### config.mk
export PLATFORM = sky130hd
export DESIGN_NAME = alu_issue_ctrl_flat
export DESIGN_NICKNAME = d
export VERILOG_FILES = /design/src/rtl/alu_issue_ctrl_if.sv /design/src/rtl/alu_issue_ctrl.sv /design/src/flat_wrapper.sv
export SDC_FILE = /design/constraint.sdc
export NUM_CORES = 1
export LEC_CHECK = 0
export ABC_CLOCK_PERIOD_IN_PS = 3090
export CORE_MARGIN = 2
export CORE_UTILIZATION = 40
export DETAILED_ROUTE_END_ITERATION = 16
export PLACE_DENSITY = 0.75
export SLEW_MARGIN = 20
export SYNTH_ARGS = -nofsm -noshare
export SYNTH_HDL_FRONTEND = slang
export SYNTH_SLANG_ARGS = --single-unit
### constraint.sdc
create_clock -name clk -period 3.09 [get_ports clk]
set_input_delay 0.618 -clock clk [delete_from_list [all_inputs] [get_ports clk]]
set_output_delay 0.618 -clock clk [all_outputs]
set_load 0.005 [all_outputs]
### src/rtl/alu_issue_ctrl_if.sv
`default_nettype none
// ============================================================================
// Module   : alu_issue_ctrl_if
// Purpose  : Bundles the signals of alu_issue_ctrl into one interface. It
//            covers the instruction/operand input channel, the ALU drive and
//            sample bus, and the result/branch output channel.
// Modports : slave  - the controller (alu_issue_ctrl)
//            master - the environment (decode/regfile, ALU, writeback)
// Ports    : inst_*, instr_in, pc_in, rs*_data_in, flush_in  (to controller)
//            alu_in1/in2/sel_out                              (to ALU)
//            alu_result/lsr/eql_in                            (from ALU)
//            res_*, wb_*, branch_*, illegal_out               (to consumer)
// Revision : 1.0  initial release
// ============================================================================
interface alu_issue_ctrl_if;
  logic        inst_valid_in;
  logic        inst_ready_out;
  logic [31:0] instr_in;
  logic [31:0] pc_in;
  logic [31:0] rs1_data_in;
  logic [31:0] rs2_data_in;
  logic        flush_in;
  logic [31:0] alu_in1_out;
  logic [31:0] alu_in2_out;
  logic [3:0]  alu_sel_out;
  logic [31:0] alu_result_in;
  logic        alu_lsr_in;
  logic        alu_eql_in;
  logic        res_valid_out;
  logic        res_ready_in;
  logic        wb_en_out;
  logic [4:0]  wb_rd_out;
  logic [31:0] wb_data_out;
  logic        branch_taken_out;
  logic [31:0] branch_target_out;
  logic        illegal_out;

  modport slave (
    input  inst_valid_in, instr_in, pc_in, rs1_data_in, rs2_data_in, flush_in,
    input  alu_result_in, alu_lsr_in, alu_eql_in, res_ready_in,
    output inst_ready_out, alu_in1_out, alu_in2_out, alu_sel_out,
    output res_valid_out, wb_en_out, wb_rd_out, wb_data_out,
    output branch_taken_out, branch_target_out, illegal_out
  );

  modport master (
    output inst_valid_in, instr_in, pc_in, rs1_data_in, rs2_data_in, flush_in,
    output alu_result_in, alu_lsr_in, alu_eql_in, res_ready_in,
    input  inst_ready_out, alu_in1_out, alu_in2_out, alu_sel_out,
    input  res_valid_out, wb_en_out, wb_rd_out, wb_data_out,
    input  branch_taken_out, branch_target_out, illegal_out
  );
endinterface
`default_nettype wire

### src/rtl/alu_issue_ctrl.sv
`default_nettype none
// ============================================================================
// Module   : alu_issue_ctrl
// Purpose  : Execute-stage controller for a shared RV32I ALU. It decodes the
//            OP, OP-IMM and BRANCH instruction classes and drives registered
//            operands and a select code to the ALU. One cycle later it samples
//            the result and flags, then presents either a writeback result or
//            a resolved branch with a valid/ready handshake.
// Ports    : clk, rst (sync, active-high), bus (alu_issue_ctrl_if.slave)
// Revision : 1.0  initial release
// ============================================================================
module alu_issue_ctrl #(
  parameter int          XLEN     = 32,
  parameter logic [31:0] RESET_PC = 32'h0000_0000
) (
  input  wire logic       clk,
  input  wire logic       rst,
  alu_issue_ctrl_if.slave bus
);

  typedef enum logic [1:0] {
    S_IDLE = 2'd0,
    S_EXEC = 2'd1,
    S_DONE = 2'd2
  } state_t;

  localparam logic [6:0] c_op_reg = 7'b0110011;
  localparam logic [6:0] c_op_imm = 7'b0010011;
  localparam logic [6:0] c_op_br  = 7'b1100011;

  localparam logic [1:0] c_k_alu = 2'd0;
  localparam logic [1:0] c_k_br  = 2'd1;
  localparam logic [1:0] c_k_ill = 2'd2;

  state_t            r_state, w_state_nxt;

  logic [XLEN-1:0]   r_alu_in1, r_alu_in2;
  logic [3:0]        r_alu_sel;
  logic [1:0]        r_kind;
  logic [4:0]        r_rd;
  logic              r_br_eq;
  logic              r_br_inv;
  logic [XLEN-1:0]   r_tgt;

  logic              r_wb_en;
  logic [4:0]        r_wb_rd;
  logic [XLEN-1:0]   r_wb_data;
  logic              r_taken;
  logic              r_illegal;
  logic [XLEN-1:0]   r_target;

  logic [6:0]        w_opcode;
  logic [2:0]        w_f3;
  logic [6:0]        w_f7;
  logic [XLEN-1:0]   w_in1, w_in2;
  logic [3:0]        w_sel;
  logic [1:0]        w_kind;
  logic [XLEN-1:0]   w_bimm;
  logic              w_accept;

  assign w_opcode = bus.instr_in[6:0];
  assign w_f3     = bus.instr_in[14:12];
  assign w_f7     = bus.instr_in[31:25];
  assign w_bimm   = {{19{bus.instr_in[31]}}, bus.instr_in[31], bus.instr_in[7],
                     bus.instr_in[30:25], bus.instr_in[11:8], 1'b0};

  // Instruction decode. Anything not matched stays illegal with sel 0000.
  always_comb begin
    w_in1  = bus.rs1_data_in;
    w_in2  = bus.rs2_data_in;
    w_sel  = 4'b0000;
    w_kind = c_k_ill;
    case (w_opcode)
      c_op_reg: begin
        if (w_f7 == 7'b0000000 ||
            (w_f7 == 7'b0100000 && (w_f3 == 3'b000 || w_f3 == 3'b101))) begin
          w_kind = c_k_alu;
          w_sel  = {bus.instr_in[30], w_f3};
        end
      end
      c_op_imm: begin
        w_in2 = {{20{bus.instr_in[31]}}, bus.instr_in[31:20]};
        case (w_f3)
          3'b001: begin
            if (w_f7 == 7'b0000000) begin
              w_kind = c_k_alu;
              w_sel  = 4'b0001;
            end
          end
          3'b101: begin
            if (w_f7 == 7'b0000000 || w_f7 == 7'b0100000) begin
              w_kind = c_k_alu;
              w_sel  = {bus.instr_in[30], 3'b101};
            end
          end
          default: begin
            // imm[11:5] is ordinary immediate data here, so bit 30 must not
            // leak into the select.
            w_kind = c_k_alu;
            w_sel  = {1'b0, w_f3};
          end
        endcase
      end
      c_op_br: begin
        case (w_f3)
          3'b000, 3'b001: begin w_kind = c_k_br; w_sel = 4'b0100; end
          3'b100, 3'b101: begin w_kind = c_k_br; w_sel = 4'b0010; end
          3'b110, 3'b111: begin w_kind = c_k_br; w_sel = 4'b0011; end
          default:        begin w_kind = c_k_ill; w_sel = 4'b0000; end
        endcase
      end
      default: ;
    endcase
  end

  assign w_accept = (r_state == S_IDLE) && bus.inst_valid_in && !bus.flush_in;

  always_ff @(posedge clk) begin
    if (rst) r_state <= S_IDLE;
    else     r_state <= w_state_nxt;
  end

  always_comb begin
    w_state_nxt = r_state;
    case (r_state)
      S_IDLE:  if (w_accept) w_state_nxt = S_EXEC;
      S_EXEC:  w_state_nxt = S_DONE;
      S_DONE:  if (bus.res_ready_in) w_state_nxt = S_IDLE;
      default: w_state_nxt = S_IDLE;
    endcase
    // Flush overrides any pending handshake: the result is dropped.
    if (bus.flush_in) w_state_nxt = S_IDLE;
  end

  always_ff @(posedge clk) begin
    if (rst || bus.flush_in) begin
      r_alu_in1 <= '0;
      r_alu_in2 <= '0;
      r_alu_sel <= 4'b0000;
      r_kind    <= c_k_alu;
      r_rd      <= 5'd0;
      r_br_eq   <= 1'b0;
      r_br_inv  <= 1'b0;
      r_tgt     <= RESET_PC;
      r_wb_en   <= 1'b0;
      r_wb_rd   <= 5'd0;
      r_wb_data <= '0;
      r_taken   <= 1'b0;
      r_illegal <= 1'b0;
      r_target  <= RESET_PC;
    end else begin
      if (w_accept) begin
        r_alu_in1 <= w_in1;
        r_alu_in2 <= w_in2;
        r_alu_sel <= w_sel;
        r_kind    <= w_kind;
        r_rd      <= bus.instr_in[11:7];
        // funct3[2]=0 selects BEQ/BNE (equal flag); funct3[0] inverts.
        r_br_eq   <= ~w_f3[2];
        r_br_inv  <= w_f3[0];
        r_tgt     <= (w_kind == c_k_br) ? (bus.pc_in + w_bimm) : RESET_PC;
      end
      if (r_state == S_EXEC) begin
        r_wb_data <= bus.alu_result_in;
        r_wb_rd   <= r_rd;
        r_wb_en   <= (r_kind == c_k_alu) && (r_rd != 5'd0);
        r_illegal <= (r_kind == c_k_ill);
        r_taken   <= (r_kind == c_k_br) &&
                     ((r_br_eq ? bus.alu_eql_in : bus.alu_lsr_in) ^ r_br_inv);
        r_target  <= r_tgt;
      end
    end
  end

  assign bus.inst_ready_out    = (r_state == S_IDLE) && !bus.flush_in;
  assign bus.res_valid_out     = (r_state == S_DONE);
  assign bus.alu_in1_out       = r_alu_in1;
  assign bus.alu_in2_out       = r_alu_in2;
  assign bus.alu_sel_out       = r_alu_sel;
  assign bus.wb_en_out         = r_wb_en;
  assign bus.wb_rd_out         = r_wb_rd;
  assign bus.wb_data_out       = r_wb_data;
  assign bus.branch_taken_out  = r_taken;
  assign bus.branch_target_out = r_target;
  assign bus.illegal_out       = r_illegal;

endmodule
`default_nettype wire

### src/flat_wrapper.sv
// flat-port wrapper written by rule: the top's interface ports become plain ports
module alu_issue_ctrl_flat 
#(
  parameter int          XLEN     = 32,
  parameter logic [31:0] RESET_PC = 32'h0000_0000
)
  (clk, rst, bus_inst_valid_in, bus_instr_in, bus_pc_in, bus_rs1_data_in, bus_rs2_data_in, bus_flush_in, bus_alu_result_in, bus_alu_lsr_in, bus_alu_eql_in, bus_res_ready_in, bus_inst_ready_out, bus_alu_in1_out, bus_alu_in2_out, bus_alu_sel_out, bus_res_valid_out, bus_wb_en_out, bus_wb_rd_out, bus_wb_data_out, bus_branch_taken_out, bus_branch_target_out, bus_illegal_out);
  alu_issue_ctrl_if bus_i ();
  input  wire logic clk;
  input  wire logic rst;
  input wire logic [$bits(bus_i.inst_valid_in)-1:0] bus_inst_valid_in;
  input wire logic [$bits(bus_i.instr_in)-1:0] bus_instr_in;
  input wire logic [$bits(bus_i.pc_in)-1:0] bus_pc_in;
  input wire logic [$bits(bus_i.rs1_data_in)-1:0] bus_rs1_data_in;
  input wire logic [$bits(bus_i.rs2_data_in)-1:0] bus_rs2_data_in;
  input wire logic [$bits(bus_i.flush_in)-1:0] bus_flush_in;
  input wire logic [$bits(bus_i.alu_result_in)-1:0] bus_alu_result_in;
  input wire logic [$bits(bus_i.alu_lsr_in)-1:0] bus_alu_lsr_in;
  input wire logic [$bits(bus_i.alu_eql_in)-1:0] bus_alu_eql_in;
  input wire logic [$bits(bus_i.res_ready_in)-1:0] bus_res_ready_in;
  output wire logic [$bits(bus_i.inst_ready_out)-1:0] bus_inst_ready_out;
  output wire logic [$bits(bus_i.alu_in1_out)-1:0] bus_alu_in1_out;
  output wire logic [$bits(bus_i.alu_in2_out)-1:0] bus_alu_in2_out;
  output wire logic [$bits(bus_i.alu_sel_out)-1:0] bus_alu_sel_out;
  output wire logic [$bits(bus_i.res_valid_out)-1:0] bus_res_valid_out;
  output wire logic [$bits(bus_i.wb_en_out)-1:0] bus_wb_en_out;
  output wire logic [$bits(bus_i.wb_rd_out)-1:0] bus_wb_rd_out;
  output wire logic [$bits(bus_i.wb_data_out)-1:0] bus_wb_data_out;
  output wire logic [$bits(bus_i.branch_taken_out)-1:0] bus_branch_taken_out;
  output wire logic [$bits(bus_i.branch_target_out)-1:0] bus_branch_target_out;
  output wire logic [$bits(bus_i.illegal_out)-1:0] bus_illegal_out;
  assign bus_i.inst_valid_in = bus_inst_valid_in;
  assign bus_i.instr_in = bus_instr_in;
  assign bus_i.pc_in = bus_pc_in;
  assign bus_i.rs1_data_in = bus_rs1_data_in;
  assign bus_i.rs2_data_in = bus_rs2_data_in;
  assign bus_i.flush_in = bus_flush_in;
  assign bus_i.alu_result_in = bus_alu_result_in;
  assign bus_i.alu_lsr_in = bus_alu_lsr_in;
  assign bus_i.alu_eql_in = bus_alu_eql_in;
  assign bus_i.res_ready_in = bus_res_ready_in;
  assign bus_inst_ready_out = bus_i.inst_ready_out;
  assign bus_alu_in1_out = bus_i.alu_in1_out;
  assign bus_alu_in2_out = bus_i.alu_in2_out;
  assign bus_alu_sel_out = bus_i.alu_sel_out;
  assign bus_res_valid_out = bus_i.res_valid_out;
  assign bus_wb_en_out = bus_i.wb_en_out;
  assign bus_wb_rd_out = bus_i.wb_rd_out;
  assign bus_wb_data_out = bus_i.wb_data_out;
  assign bus_branch_taken_out = bus_i.branch_taken_out;
  assign bus_branch_target_out = bus_i.branch_target_out;
  assign bus_illegal_out = bus_i.illegal_out;
  alu_issue_ctrl #(.XLEN(XLEN), .RESET_PC(RESET_PC)) u_core (.clk(clk), .rst(rst), .bus(bus_i));
endmodule
==> run_results.csv <==
group,metric,value,unit
run_status,status,"completed",
global_route,grt_pass1_wl,42970,µm
detailed_routing,drt_wl_total,27300,µm
global_route,grt_antenna_before_repair,1,
critical_path,path_cells,"clkdlybuf4s50_1 > ha_1 > fa_1 > a211oi_1 > buf_4 > nor3b_2 > o311ai_1 > buf_4 > a31oi_2 > nor2b_1 > xor2_1 > o21ai_0",
timing,slew-limit-headroom,50.28,%
synth,synth_cell_types,67,
synth,synth_area_per_cell,7.967,µm²
critical_path,arrival,3270,ps
layout,final_nets,1578,
critical_path,r2r_slack,1100,ps
critical_path,path_max_fanout,3,
critical_path,cp_top_family,"buffers and inverters",
floorplan,boundaryPins,309,
detailed_routing,drc,0,
floorplan,dieHeight,147.3,µm
timing,hold_violations,0,
placement,io_buffers,303,
synth,synth-edff-count,0,
critical_path,worst-setup-path-type,"primary input to register",
synth,synth_cells,1031,
layout,layout_commonest_cell,"clkdlybuf4s50_1",
global_route,grt_max_degree,108,
synth,ys_warn_count,0,
critical_path,cp-startpoint,"bus_instr_in[8]",
power_and_ir_drop,p_int,3.996,mW
global_route,overflow,0,
layout,drive_gt1_share,10.77,%
synth,yosys.area.top_type,"dfxtp_1",
clock_tree,cts_root_buf,"clkbuf_16",
detailed_routing,postRouteAntennaNets,0,
synth,synth_area_leaders,"dfxtp_1 (45%), nand2_1 (12%), a21oi_1 (11%), ha_1 (4.6%), o21ai_0 (3.0%)",
critical_path,crit_required,3410,ps
critical_path,cp.depth,12,
layout,synthToLayoutAreaGrowth,54.29,%
detailed_routing,drt-initial-drc-count,573,
clock_tree,cts_tree,"yes",
clock_tree,clk_latency,440,ps
critical_path,r2r_cells,6,
global_route,grt_use_total,24.59,%
floorplan,start_util,40.73,%
placement,gp_congestion,0.8604,
timing,setup_viol,0,
synth,syn-num-nets,1229,
critical_path,crit_end,"u_core.r_tgt[23]",
synth,async_flop_share,0,%
power_and_ir_drop,power.switching,1.510,mW
power_and_ir_drop,p_per_area,434.4,nW/µm²
detailed_routing,wl_per_cell,16.41,µm
timing,fin_crit,2945,ps
detailed_routing,vias,8595,
power_and_ir_drop,switching_share,27.42,%
synth,ys_seq_elements,183,
power_and_ir_drop,power_frac_comb,17.8,%
critical_path,critPathBufInv,3,
layout,layout_common_cells,"clkdlybuf4s50_1 (303), nand2_1 (253), a21oi_1 (184)",
floorplan,core_area,20170,µm²
timing,clock_skew,8.788,ps
floorplan,die_area,21700,µm²
critical_path,end_kind,"register",
critical_path,critPathMaxStageDelay,440,ps
floorplan,num_rows,52,
critical_path,critPathMostFrequentCell,"buf_4",
power_and_ir_drop,p_leak,4.729,nW
clock_tree,clockBufferDepth,2,
timing,worstMarginPinSlew,745.8,ps
power_and_ir_drop,power.share.sequential,43.7,%
critical_path,cp-start-kind,"primary input",
detailed_routing,drt_pre_antenna_iters,5,
synth,synth_top_area_share,44.60,%
clock_tree,cts.sinks,183,
floorplan,die_w,147.3,µm
worst_hold_path,holdCritPathClass,"register to register",
detailed_routing,via_per_inst,5.168,
timing,report.final.slew_viol_count,0,
timing,fin_hold_ws,453.7,ps
clock_tree,numCtsBuffers,17,
timing,grt_setup_unrepaired,"no",
synth,synthFlopType,"dfxtp_1",
critical_path,slowest_stage,"fa_1",
clock_tree,htree_levels,4,
clock_tree,clkSlewWorstSetupHoldPaths,70,ps
timing,finalCritPeriodShare,95.30,%
placement,hpwl,20560,µm
job,maxCapViolCount,0,
power_and_ir_drop,peakVddDrop,0.3702,mV
synth,syn_area,8214,µm²
global_route,grt_pass1_vias,8255,
critical_path,rr_startpoint,"u_core.r_state[1]",
layout,antenna_cells,0,
power_and_ir_drop,finalPower,5.505,mW
synth,ys_seq_area_share,44.60,%
clock_tree,postCtsHoldBufs,0,
power_and_ir_drop,clock_power_share,38.5,%
critical_path,regToRegEndpoint,"u_core.r_tgt[27]",
timing,timing.fmax,339.6,MHz
[power groups by stage]
stage               registers (mW)  clock network (mW)  logic, mW
global route                  2.41                2.26       1.06
CTS                           2.41                2.16      0.972
global placement              2.46                   0      0.959
detailed placement            2.46                   0      0.966
finish                        2.41                2.12      0.979
floorplan                     2.46                   0      0.420
[cell families after synthesis]
family                     synth area share (%)
xor gates and xnor gates                  2.239
AOI/OAI and AO/OA                         23.23
muxes                                     1.706
DFF                                       44.60
buffers and inverters                     3.930
adders and majority gates                 4.813
and+or+nand+nor                           19.48
[worst min-delay path: stages, from the launching register on]
cell     delay, ps
dfxtp_1        310
nand2_1         50
a21oi_1         50
[Yosys cell counts, drive strengths merged (2+ instances only)]
cell	n
nand4	8
nor4	4
inv	12
or4	3
mux2i	14
a22oi	16
a211oi	18
nand2	254
clkbuf	56
a22o	2
nor2b	5
o31ai	2
a21oi	184
a31oi	6
o311ai	2
xor2	10
nor2	51
or3	3
o211ai	2
nand2b	6
buf	14
nand3	17
a32o	3
o21ai	51
o21bai	4
o22ai	2
nor3	10
xnor2	11
a311oi	2
o21a	4
a21o	9
and3	3
ha	30
a32oi	2
a211o	2
o2111ai	3
dfxtp	183
o2111a	2
and2	5
[metrics by stage]
step / std cells / utilization, % / setup slack [ps] / TNS, ps / cell area [µm²]
6_report: 1663 / 62.83 / 145.2 / 0 / 12670
3_3_place_gp: 1631 / 59.94 / -308.4 / -2168 / 12090
4_1_cts: 1663 / 62.78 / 102.0 / 0 / 12660
5_1_grt: 1663 / 62.83 / 18.92 / 0 / 12670
3_5_place_dp: 1631 / 59.94 / -366.5 / -2818 / 12090
2_1_floorplan: 1031 / - / 358.8 / 0 / 8214
[final cells by class]
cell class / count / area, µm²
fillers: 1746 / 7496
multi-input cells: 766 / 4257
repair buffers: 400 / 3799
flip-flops and latches: 183 / 3664
clock buffers: 18 / 439.2
well taps: 270 / 337.8
clock inverters: 14 / 132.6
inverters: 12 / 45.04
[sequential cells by signal (all words and copies together) (netlist names)]
signal / count
u_core.bus.alu_in1_out: 32
u_core.bus.alu_sel_out: 4
u_core.bus.wb_rd_out: 5
u_core.bus.branch_target_out: 32
u_core.r_br_eq: 1
u_core.bus.wb_en_out: 1
u_core.r_state: 2
u_core.bus.alu_in2_out: 32
u_core.r_kind: 2
u_core.bus.branch_taken_out: 1
u_core.bus.illegal_out: 1
u_core.bus.wb_data_out: 32
u_core.r_br_inv: 1
u_core.r_rd: 5
u_core.r_tgt: 32
[routing by layer]
layer | vias to the layer above | share of wire [%] | track usage, %
li1 | 4296 | - | -
met2 | 312 | 45 | 39.28
met1 | 3937 | 44 | 31.82
met3 | 50 | 7.8 | 6.863
met4 | 0 | 2.7 | 9.135
met5 | - | 0 | 0
[timing repair]
action / CTS / global route
endpoints found under the setup margin: 0 / 2
resized for setup: 0 / 2
setup buffers: 0 / 0
endpoints found under the hold margin: 0 / 0
[worst min path at each step]
stage	from	end	slack, ps	cells after the start
global route	u_core.bus.illegal_out	u_core.bus.illegal_out	470	2
global placement	u_core.r_tgt[23]	u_core.bus.branch_target_out[23]	440	2
finish	u_core.bus.wb_data_out[10]	u_core.bus.wb_data_out[10]	450	2
detailed placement	u_core.bus.illegal_out	u_core.bus.illegal_out	450	2
CTS	u_core.bus.alu_in1_out[29]	u_core.bus.alu_in1_out[29]	460	2
floorplan	u_core.r_tgt[13]	u_core.r_tgt[13]	420	2
(Power assumes the default switching activity.)
